### src/rtl/botones_pkg.sv
// ---------------------------------------------------------------------------
// botones_pkg
//   Shared definitions for the push-button conditioning path:
//     - estado_t : per-channel FSM states (IDLE / HOLD / REPEAT)
//     - default timing constants for a 100 MHz system clock
//     - ancho()  : counter/timer width helper
// ---------------------------------------------------------------------------
package botones_pkg;

    typedef enum logic [1:0] {
        IDLE   = 2'd0,
        HOLD   = 2'd1,
        REPEAT = 2'd2
    } estado_t;

    localparam int unsigned DEBOUNCE_CYCLES_DEF = 2_000_000;   // 20 ms
    localparam int unsigned REPEAT_DELAY_DEF    = 50_000_000;  // 500 ms
    localparam int unsigned REPEAT_PERIOD_DEF   = 20_000_000;  // 200 ms

    // Bits needed to hold 0 .. v-1, never less than 1.
    function automatic int unsigned ancho(input int unsigned v);
        return (v < 2) ? 1 : $clog2(v);
    endfunction

endpackage

### src/rtl/canal_boton.sv
// ---------------------------------------------------------------------------
// canal_boton
//   One button channel: two-flop synchronizer, debounce filter and the
//   press FSM that produces a raw (unmasked) one-cycle command request.
//   Optional hold-to-repeat is built only when AUTO_REPEAT_EN is defined;
//   otherwise the FSM is IDLE/HOLD and emits one request per press.
//
//   Ports:
//     clk      system clock
//     reset    synchronous, active-low reset
//     btn      raw asynchronous bouncing button (active-high)
//     pulso    combinational request, valid for one cycle
//     estable  debounced button level
// ---------------------------------------------------------------------------
module canal_boton
    import botones_pkg::*;
#(
    parameter int unsigned DEBOUNCE_CYCLES = DEBOUNCE_CYCLES_DEF,
    parameter int unsigned REPEAT_DELAY    = REPEAT_DELAY_DEF,
    parameter int unsigned REPEAT_PERIOD   = REPEAT_PERIOD_DEF
) (
    input  logic clk,
    input  logic reset,
    input  logic btn,
    output logic pulso,
    output logic estable
);

    if (DEBOUNCE_CYCLES < 2 || REPEAT_DELAY < 2 || REPEAT_PERIOD < 2) begin : g_param_check
        $error("canal_boton: timing parameters must be >= 2");
    end

    localparam int unsigned DEB_W = ancho(DEBOUNCE_CYCLES);

    logic             sync_1;
    logic             sync_2;
    logic [DEB_W-1:0] cnt_deb;

    always_ff @(posedge clk) begin
        if (!reset) begin
            sync_1 <= 1'b0;
            sync_2 <= 1'b0;
        end else begin
            sync_1 <= btn;
            sync_2 <= sync_1;
        end
    end

    // A new level is accepted only after DEBOUNCE_CYCLES consecutive
    // disagreeing samples; any agreeing sample restarts the count.
    always_ff @(posedge clk) begin
        if (!reset) begin
            cnt_deb <= '0;
            estable <= 1'b0;
        end else if (sync_2 == estable) begin
            cnt_deb <= '0;
        end else if (cnt_deb == DEB_W'(DEBOUNCE_CYCLES - 1)) begin
            estable <= sync_2;
            cnt_deb <= '0;
        end else begin
            cnt_deb <= cnt_deb + 1'b1;
        end
    end

    estado_t estado;
    estado_t estado_sig;

`ifdef AUTO_REPEAT_EN
    localparam int unsigned TMR_MAX = (REPEAT_DELAY > REPEAT_PERIOD) ? REPEAT_DELAY : REPEAT_PERIOD;
    localparam int unsigned TMR_W   = ancho(TMR_MAX);

    logic [TMR_W-1:0] timer;
    logic [TMR_W-1:0] timer_sig;

    always_ff @(posedge clk) begin
        if (!reset) begin
            estado <= IDLE;
            timer  <= '0;
        end else begin
            estado <= estado_sig;
            timer  <= timer_sig;
        end
    end

    // Release takes priority over an expiring timer so no pulse is
    // produced on the cycle the button is seen released.
    always_comb begin
        estado_sig = estado;
        timer_sig  = timer;
        unique case (estado)
            IDLE: begin
                if (estable) begin
                    estado_sig = HOLD;
                    timer_sig  = TMR_W'(REPEAT_DELAY - 1);
                end
            end
            HOLD, REPEAT: begin
                if (!estable) begin
                    estado_sig = IDLE;
                    timer_sig  = '0;
                end else if (timer == '0) begin
                    estado_sig = REPEAT;
                    timer_sig  = TMR_W'(REPEAT_PERIOD - 1);
                end else begin
                    timer_sig  = timer - 1'b1;
                end
            end
            default: begin
                estado_sig = IDLE;
                timer_sig  = '0;
            end
        endcase
    end

    always_comb begin
        pulso = 1'b0;
        unique case (estado)
            IDLE:         pulso = estable;
            HOLD, REPEAT: pulso = estable && (timer == '0);
            default:      pulso = 1'b0;
        endcase
    end
`else
    always_ff @(posedge clk) begin
        if (!reset) begin
            estado <= IDLE;
        end else begin
            estado <= estado_sig;
        end
    end

    always_comb begin
        estado_sig = estado;
        unique case (estado)
            IDLE:    if (estable)  estado_sig = HOLD;
            HOLD:    if (!estable) estado_sig = IDLE;
            default: estado_sig = IDLE;
        endcase
    end

    always_comb begin
        pulso = 1'b0;
        if (estado == IDLE) begin
            pulso = estable;
        end
    end
`endif

endmodule

### src/rtl/acondicionador_botones.sv
// ---------------------------------------------------------------------------
// acondicionador_botones
//   Turns the two raw frequency buttons into clean one-cycle increase /
//   decrease commands. Each channel is conditioned by canal_boton; this
//   level masks a channel while the other button is held and registers
//   the resulting pulses. Hold-to-repeat is enabled by AUTO_REPEAT_EN.
//
//   Ports:
//     CLK_100MHz      system clock
//     reset           synchronous, active-low reset
//     btn_aumentar    raw "increase" button (active-high)
//     btn_disminuir   raw "decrease" button (active-high)
//     aumentar_Frec   registered one-cycle increase pulse
//     disminuir_Frec  registered one-cycle decrease pulse
//     btn_estable     debounced levels {disminuir, aumentar}
// ---------------------------------------------------------------------------
module acondicionador_botones
    import botones_pkg::*;
#(
    parameter int unsigned DEBOUNCE_CYCLES = DEBOUNCE_CYCLES_DEF,
    parameter int unsigned REPEAT_DELAY    = REPEAT_DELAY_DEF,
    parameter int unsigned REPEAT_PERIOD   = REPEAT_PERIOD_DEF
) (
    input  logic       CLK_100MHz,
    input  logic       reset,
    input  logic       btn_aumentar,
    input  logic       btn_disminuir,
    output logic       aumentar_Frec,
    output logic       disminuir_Frec,
    output logic [1:0] btn_estable
);

    logic pulso_aum;
    logic pulso_dis;
    logic estable_aum;
    logic estable_dis;

    canal_boton #(
        .DEBOUNCE_CYCLES (DEBOUNCE_CYCLES),
        .REPEAT_DELAY    (REPEAT_DELAY),
        .REPEAT_PERIOD   (REPEAT_PERIOD)
    ) u_aumentar (
        .clk     (CLK_100MHz),
        .reset   (reset),
        .btn     (btn_aumentar),
        .pulso   (pulso_aum),
        .estable (estable_aum)
    );

    canal_boton #(
        .DEBOUNCE_CYCLES (DEBOUNCE_CYCLES),
        .REPEAT_DELAY    (REPEAT_DELAY),
        .REPEAT_PERIOD   (REPEAT_PERIOD)
    ) u_disminuir (
        .clk     (CLK_100MHz),
        .reset   (reset),
        .btn     (btn_disminuir),
        .pulso   (pulso_dis),
        .estable (estable_dis)
    );

    assign btn_estable = {estable_dis, estable_aum};

    // A channel request implies its own stable level is high, so masking
    // with the other stable level keeps the two outputs mutually exclusive.
    // Masked channels keep their FSMs running to preserve the repeat cadence.
    always_ff @(posedge CLK_100MHz) begin
        if (!reset) begin
            aumentar_Frec  <= 1'b0;
            disminuir_Frec <= 1'b0;
        end else begin
            aumentar_Frec  <= pulso_aum & ~estable_dis;
            disminuir_Frec <= pulso_dis & ~estable_aum;
        end
    end

endmodule

### config.mk
export PLATFORM = sky130hd
export DESIGN_NAME = acondicionador_botones
export DESIGN_NICKNAME = d
export VERILOG_FILES = /design/src/rtl/botones_pkg.sv /design/src/rtl/canal_boton.sv /design/src/rtl/acondicionador_botones.sv
export SDC_FILE = /design/constraint.sdc
export NUM_CORES = 1
export LEC_CHECK = 0
export CORE_MARGIN = 1
export CORE_UTILIZATION = 59
export CTS_CLUSTER_SIZE = 25
export DETAILED_ROUTE_END_ITERATION = 10
export PLACE_DENSITY = 0.89
export SLEW_MARGIN = 20
export SYNTH_ARGS = -nofsm -noshare
export SYNTH_HDL_FRONTEND = slang
export SYNTH_SLANG_ARGS = --single-unit
export TNS_END_PERCENT = 20
### constraint.sdc
create_clock -name CLK_100MHz -period 2.1 [get_ports CLK_100MHz]
set_input_delay 0.315 -clock CLK_100MHz [delete_from_list [all_inputs] [get_ports CLK_100MHz]]
set_output_delay 0.315 -clock CLK_100MHz [all_outputs]
set_load 0.03 [all_outputs]
== Yosys cells after proc, flatten, opt, wreduce, memory -nomap -nowiden ==
Cells that the tools add are included.

* Bits in registers: 54
* Output and inout port bits: 4
* Word-level logic and storage cells: 47

* $add $sub $neg: 2
* Equal/unequal tests: 10
* Muxes and demuxes: 8
* Bitwise gates (word level): 7
* Reductions and logical operators: 8

{| class="wikitable"
|+ Operator list
! kind !! count
|-
| 21-bit by 1-bit adder with 21-bit output (second input constant) || 2
|-
| 21-bit == test (second input constant) || 2
|-
| 2-bit 2-to-1 mux || 4
|-
| 2-bit one-hot mux with 2 select lines || 2
|-
| 2-bit AND reduction || 4
|-
| 3-bit OR reduction || 2
|-
| 1-bit NOT || 5
|-
| 2-bit by 1-bit == test with 1-bit output (second input constant) || 2
|-
| 2-bit zero test || 2
|-
| 2-bit by 1-bit inequality test with 1-bit output (second input constant) || 2
|-
| 2-bit inequality test (second input constant) || 2
|-
| 1-bit AND || 2
|-
| 1-bit == test || 2
|-
| 1-bit 2-to-1 mux || 2
|}

== Logic depth before layout (Yosys ltp) ==
Gate-level depths: netlist of run 1.

* Depth after elaboration: 3
* Depth in mapped cells: 7

== Cells and area by module ==
A second synthesis of run 1 with hierarchy kept.

* Cell total of the unflattened synthesis: 260
* Area total of the unflattened synthesis: 2,416.1 um2

{| class="wikitable"
|+ By module, submodules not included
! module !! instances !! cells each !! area an instance (um2)
|-
| canal_boton (u_aumentar) || 1 || 130 || 1,192.4
|-
| canal_boton (u_disminuir) || 1 || 124 || 1,151.1
|-
| acondicionador_botones || 1 || 6 || 72.6
|}

== Least setup slack after synthesis of run 1 ==
OpenSTA, ideal clock, no wires.

* Path kind: register to register
* Start point: reg u_disminuir.cnt_deb[0]
* End point: reg u_disminuir.cnt_deb[20]
* Library setup time: 0.070 ns
* Arrival: 1.840 ns
* Data required time: 2.030 ns
* Slack: 0.190 ns
* Stages on the path, launching flop included: 7
* Path buffers: 1
* Path through: dfxtp_1 ha_1 nand2_1 or4_1 clkbuf_1 or4_1 a21oi_1

* Longest elaborated chain between the ends: 2
* Elaborated cells on any way between the ends: 3
* Classes of those cells: add/sub (1); eq/ne (1); reduce/logical (1)

{| class="wikitable"
|+ Ends and longest elaborated chain
! element !! line !! source
|-
| from (decl) || canal_boton.sv:37 || <nowiki>logic [DEB_W-1:0] cnt_deb;</nowiki>
|-
| from (signal assigned) || canal_boton.sv:61 || <nowiki>cnt_deb <= cnt_deb + 1'b1;</nowiki>
|-
| branches (longest 2 deep; another with 21-bit by 1-bit adder with 21-bit output) || -- ||
|}

Parallel ways; which one is timed is not known.
A chain may end at the register's enable or synchronous reset.

== Worst setup path after layout of run 1 ==
Same ends and word-level chain as after synthesis.

==> metrics.cfg, run 1 <==
[outcome]
status=finished, final reports clean

[job]
cap_violations=0

[setup_path]
start_kind=register
crit_path_end_kind=register
cp.arrival_ns=2.24
critPathKind=reg -> reg
required_ns=2.34
cp_max_fo=8

[yosys]
synth-async-reset-ratio_pct=0
ys.flop_type=dfxtp_1
synth.net_count=266
synth_top_area_cell=dfxtp_1
ys_types=30
synth_top_family_by_area=simple AND/OR/NAND/NOR gates
synth_simple_gate_area_share_pct=28.3
synth_compound_area_share_pct=10.4
synth-edff-count=0
synthMuxAreaShare_pct=0
yosysWarningCount=0
postSynthCellCount=258
synthAdderAreaFrac_pct=2.20
mappedNetlistArea_um2=2270
synth_xor_area_share_pct=9.63
ys_seq_elements=52
ys_seq_area_share_pct=45.8
syn-mean-instance-area_um2=8.81
ys_top_cells_by_area=dfxtp_1 46%, xor2_1 7.3%, nor2_1 4.8%
yosys.area.top_type_share_pct=45.8

[floorplan]
dieHeight_um=64.1
coreArea_um2=3690
die_w_um=64.1
ios=8
num_rows=22
initial_core_util_pct=61.6
dieArea_um2=4110

[route]
drt-total-wl_mm=4.20
drt-pass1-iter-count=4
routedWlPerCell_um=13.2
antenna_left=0
drt-vias-per-instance=5.86
vias=1863
drcViolationCount=0
detail_route.iter0.violations=138

[pwr]
intPower_uw=1270
sw_frac_of_total_pct=23.4
power_density_nw_per_um2=662
seqPwrFrac_pct=61.0
power_frac_clock_pct=35.1
p_sw_uw=389
max-vdd-ir-drop_uv=423
power_leakage_uw=0.000821
combPwrFrac_pct=3.9

[global_route]
grt_remaining_overflow=0
grt_usage_pct=22.2
grt_start_max_net_pins=22
grt_pass1_wl_mm=7.12
grt_pass1_vias=1698
antenna_found_initial=0

[cells_and_area]
area_growth_pct=10.6
drive_gt1_share_pct=7.78
antennaDiodeCount=0
fillCellCount=296
layout.nets=277
design_area_um2=2510

[clock_tree]
cts_tree=yes
cts_inserted_buffers=5
cts.path.max_buffers=2
insertion_delay_ns=0.30
h-tree-depth=2
cts_setup_buffers=0
path_clk_slew_ns=0.10
clockRootBuffer=clkbuf_8
ctsResizeCount=0
numClockSinks=52
cts_hold_buf=0

[sta]
fin_tns_setup_ns=0
post-route-period-util_pct=95.2
tightest_slew_ns=0.336
slew_viol_final=0
finalHoldViolCount=0
slew-limit-headroom_pct=77.3
finalSetupViolCount=0
fin_skew_ns=0.00460
rsz0062_at_grt=false
fmax_mhz=500
period_needed_ns=2.00

[min_path]
min_path_type=reg -> reg

[placed_design]
port_buffers=7
dpl.hpwl_mm=2.91
finalWeightedCongestion=0.767
place_area_um2=2420

layout by cell type, fill, tap and decap left out, types with 6 or more instances in the layout:
master	n
o31ai_1	6
or4_1	6
dfxtp_1	52
nand2_1	17
xor2_1	19
nand4_1	11
nor2_1	29
o21ai_0	12
a21oi_1	18
clkdlybuf4s50_1	7
buf_4	6
inv_1	9
or3_1	12
nand3_1	15
xnor2_1	6
synthesized netlist by cell type (3+ instances only):
library cell,count
and3_1,5
and4_1,4
dfxtp_1,52
nand2_1,17
o21ai_0,12
clkbuf_1,7
nand3_1,15
and2_1,5
buf_4,3
nor3_1,3
a21oi_1,18
nor2_1,29
ha_1,4
or4_1,7
o31ai_1,6
inv_1,9
xor2_1,19
or3_1,12
nand4_1,11
xnor2_1,6
path summary, 6_finish.rpt:
kind                              to  depth (start not counted)  slack (ns)              startpoint
max          u_disminuir.cnt_deb[20]                          5        0.10  u_disminuir.cnt_deb[0]
min reg2reg        u_aumentar.sync_2                          1        0.44       u_aumentar.sync_1
max reg2reg  u_disminuir.cnt_deb[20]                          5        0.10  u_disminuir.cnt_deb[0]
min                u_aumentar.sync_2                          1        0.44       u_aumentar.sync_1
flip-flops by register name (all words and copies together) (netlist names):
name	flops
u_aumentar.estable	1
aumentar_Frec	1
u_aumentar.cnt_deb	21
u_aumentar.sync_1	1
u_disminuir.estable	1
u_aumentar.sync_2	1
disminuir_Frec	1
u_disminuir.cnt_deb	21
u_disminuir.sync_1	1
u_aumentar.estado	1
u_disminuir.estado	1
u_disminuir.sync_2	1
cells by family (layout without fill, tap and decap cells):
| logic type | Yosys count | after routing |
|---|---|---|
| AOI/OAI and AO/OA | 40 | 40 |
| xor gates and xnor gates | 25 | 25 |
| adders and majority gates | 4 | 4 |
| buffers and inverters | 19 | 31 |
| DFF | 52 | 52 |
| and+or+nand+nor | 118 | 118 |
stage by stage:
| step | power, uW | hold WS, ns | cells | util, % | setup WS (ns) |
|---|---|---|---|---|---|
| finish | 1660 | 0.444 | 318 | 68.2 | 0.101 |
| global route | 1730 | 0.469 | 318 | 68.2 | 0.0222 |
| CTS | 1680 | 0.447 | 318 | 68.1 | 0.0403 |
| detailed placement | 1100 | 0.423 | 310 | 65.6 | 0.0641 |
| global placement | 1100 | 0.414 | 310 | 65.6 | 0.147 |
| floorplan | 1080 | 0.412 | 258 | - | 0.190 |
power groups by stage:
stage / logic, uW / registers (uW) / clock network, uW
final: 65.6 / 1010 / 583
after global routing: 74.7 / 1020 / 639
after CTS: 66.8 / 1020 / 594
after detailed placement: 65.5 / 1040 / 0
after global placement: 60.6 / 1040 / 0
after floorplan: 45.5 / 1040 / 0
critical path, cell delays in order (launching register included):
cell     delay, ns
dfxtp_1       0.36
ha_1          0.24
nand2_1       0.12
or4_4         0.58
or4_1         0.49
a21oi_1       0.16
routing by layer:
layer  up-vias  share of wire [%]  track usage, %
met1       898                 48            28.0
met4         0                1.0            8.52
met5         -                  0               0
met3         7                3.0            4.46
li1        930                  -               -
met2        28                 48            37.0
area by class of cell:
class,instances,area (um2),area share [%]
Clock buffer,5,68.8,2.74
Timing Repair Buffer,14,135,5.37
Multi-Input combinational cell,187,1150,45.9
Inverter,9,33.8,1.34
Tap cell,48,60.1,2.39
Sequential cell,52,1040,41.4
Clock inverter,3,22.5,0.896
Power figures use the tool's default switching activity.
==> inputs of run 2 (changes only) <==
--- a/config.mk
+++ b/config.mk
@@ -5,6 +5,7 @@
 export SDC_FILE = /design/constraint.sdc
 export NUM_CORES = 1
 export LEC_CHECK = 0
+export CAP_MARGIN = 20
 export CORE_MARGIN = 1
 export CORE_UTILIZATION = 59
 export CTS_CLUSTER_SIZE = 25
==> results of run 2 <==
The final DEF is identical to that of run 1; final timing and power are the same.
==> inputs of run 3 (changes only) <==
--- a/config.mk
+++ b/config.mk
@@ -5,12 +5,11 @@
 export SDC_FILE = /design/constraint.sdc
 export NUM_CORES = 1
 export LEC_CHECK = 0
-export CAP_MARGIN = 20
-export CORE_MARGIN = 1
+export CAP_MARGIN = 30
 export CORE_UTILIZATION = 59
 export CTS_CLUSTER_SIZE = 25
 export DETAILED_ROUTE_END_ITERATION = 10
-export PLACE_DENSITY = 0.89
+export PLACE_DENSITY_LB_ADDON = 0.1
 export SLEW_MARGIN = 20
 export SYNTH_ARGS = -nofsm -noshare
 export SYNTH_HDL_FRONTEND = slang
==> run 3 against run 2 <==
First-iteration DRC count up 4.3%; count of clock-buffer cells in the layout up 2; cell area about the same; largest power group unchanged; total power down 0.55%; register-to-register slack better by 0.03 ns.
==> metrics.cfg, run 3 (synthesis results as in run 1) <==
[outcome]
status=finished, final reports clean

[min_path]
min_path_type=reg -> reg
hold_start=u_disminuir.sync_1

[job]
cap_violations=0

[cells_and_area]
area_growth_pct=10.5
reg_top3=u_aumentar.cnt_deb: 21 flops, u_disminuir.cnt_deb: 21 flops
mostFrequentLayoutCell=dfxtp_1
layout_common_cells=52 x dfxtp_1, 29 x nor2_1, 19 x xor2_1
design_area_um2=2510
antennaDiodeCount=0
layout.nets=278
drive_gt1_share_pct=7.75

[placed_design]
place_area_um2=2410
finalWeightedCongestion=0.804
port_buffers=7
dpl.hpwl_mm=2.98

[route]
drt-vias-per-instance=5.61
routedWlPerCell_um=12.9
drcViolationCount=0
vias=1791
detail_route.iter0.violations=144
drt-total-wl_mm=4.11
antenna_left=0
drt-pass1-iter-count=4

[clock_tree]
cts_tree=yes
cts_setup_buffers=0
clockRootBuffer=clkbuf_8
insertion_delay_ns=0.30
path_clk_slew_ns=0.09
h-tree-depth=2
numClockSinks=52
cts.path.max_buffers=2
cts_inserted_buffers=5

[setup_path]
cp_max_fo=5
r2r-start=u_aumentar.cnt_deb[11]
start_kind=register
crit_path_end_kind=register
cp.arrival_ns=2.20
critPathKind=reg -> reg
required_ns=2.33
startpoint=u_aumentar.cnt_deb[11]

[floorplan]
initial_core_util_pct=61.6
num_rows=22
die_w_um=64.1
ios=8
coreArea_um2=3690
dieArea_um2=4110
dieHeight_um=64.1

[sta]
rsz0062_at_grt=false
slew-limit-headroom_pct=76.8
finalHoldViolCount=0
period_needed_ns=1.97
finalSetupViolCount=0
fin_skew_ns=0.00749
fmax_mhz=508
post-route-period-util_pct=93.7
tightest_slew_ns=0.344
slew_viol_final=0
fin_tns_setup_ns=0

[pwr]
max-vdd-ir-drop_uv=546
power_density_nw_per_um2=659
power_leakage_uw=0.000815

[global_route]
met1_usage_pct=25.6
grt_start_max_net_pins=22
grt_pass1_vias=1601
grt_remaining_overflow=0
grt_use_met3_pct=4.64
grt_pass1_wl_mm=6.90
busiest_layer=met2
grt_usage_pct=21.6
gr-usage-met2_pct=36.2
antenna_found_initial=0

==> run 3: cell count changes in the layout (fill, tap and decap cells not counted) <==
cell and change:
clkinvlp_4 +1, clkinv_2 -1, clkbuf_8 +1, inv_6 -1
clkinv_4 -1, buf_4 +2, buf_12 -1, clkbuf_1 +1
==> run 3: worst max-delay path: stages, from the launching register on <==
cell	delay (ns)
dfxtp_1	0.36
or4b_1	0.52
or4_4	0.55
or3_1	0.32
a21oi_1	0.15
==> run 3: repair_timing <==
item,4_1_cts,5_1_grt
hold endpoints to repair,0,0
hold buffers,0,0
gates resized for setup,0,1
setup endpoints to repair,0,2
==> run 3: path summary, 6_finish.rpt <==
check,to,slack [ns],cells past startpoint
hold reg to reg,u_disminuir.sync_2,0.44,1
setup / recovery,u_aumentar.estable,0.13,4
hold / removal,u_disminuir.sync_2,0.44,1
setup reg to reg,u_aumentar.estable,0.13,4
==> run 3: through the flow <==
stage / hold WS, ns / utilization [%] / total power [uW] / setup slack, ns / std cells
5_1_grt: 0.450 / 68.1 / 1730 / 0.0264 / 319
2_1_floorplan: 0.412 / - / 1080 / 0.190 / 258
6_report: 0.441 / 68.1 / 1650 / 0.133 / 319
3_3_place_gp: 0.415 / 65.5 / 1100 / 0.130 / 311
3_5_place_dp: 0.422 / 65.5 / 1100 / 0.0906 / 311
4_1_cts: 0.444 / 68.0 / 1680 / 0.0627 / 319
==> run 3: area by class of cell <==
class                   instances  area, um2
repair buffers                 15        130
inverters                       9       33.8
clock buffers                   7       86.3
clock inverters                 1       7.51
flip-flops and latches         52       1040
fillers                       320       1180
multi-input cells             187       1150
well taps                      48       60.1
==> run 3: per-layer routing <==
metal  share of wire [%]  vias up
met5                   0        -
met4                 1.6        0
met3                 2.0        6
met2                  49       16
met1                  47      840
li1                    -      929
==> run 3: where the power goes <==
part           total [uW]  switching (uW)  internal [uW]  leakage [uW]
Sequential           1010            10.7           1000      0.000420
Combinational        59.8            29.4           30.4      0.000351
Clock                 581             313            268     0.0000445
Total                1650             353           1300      0.000815
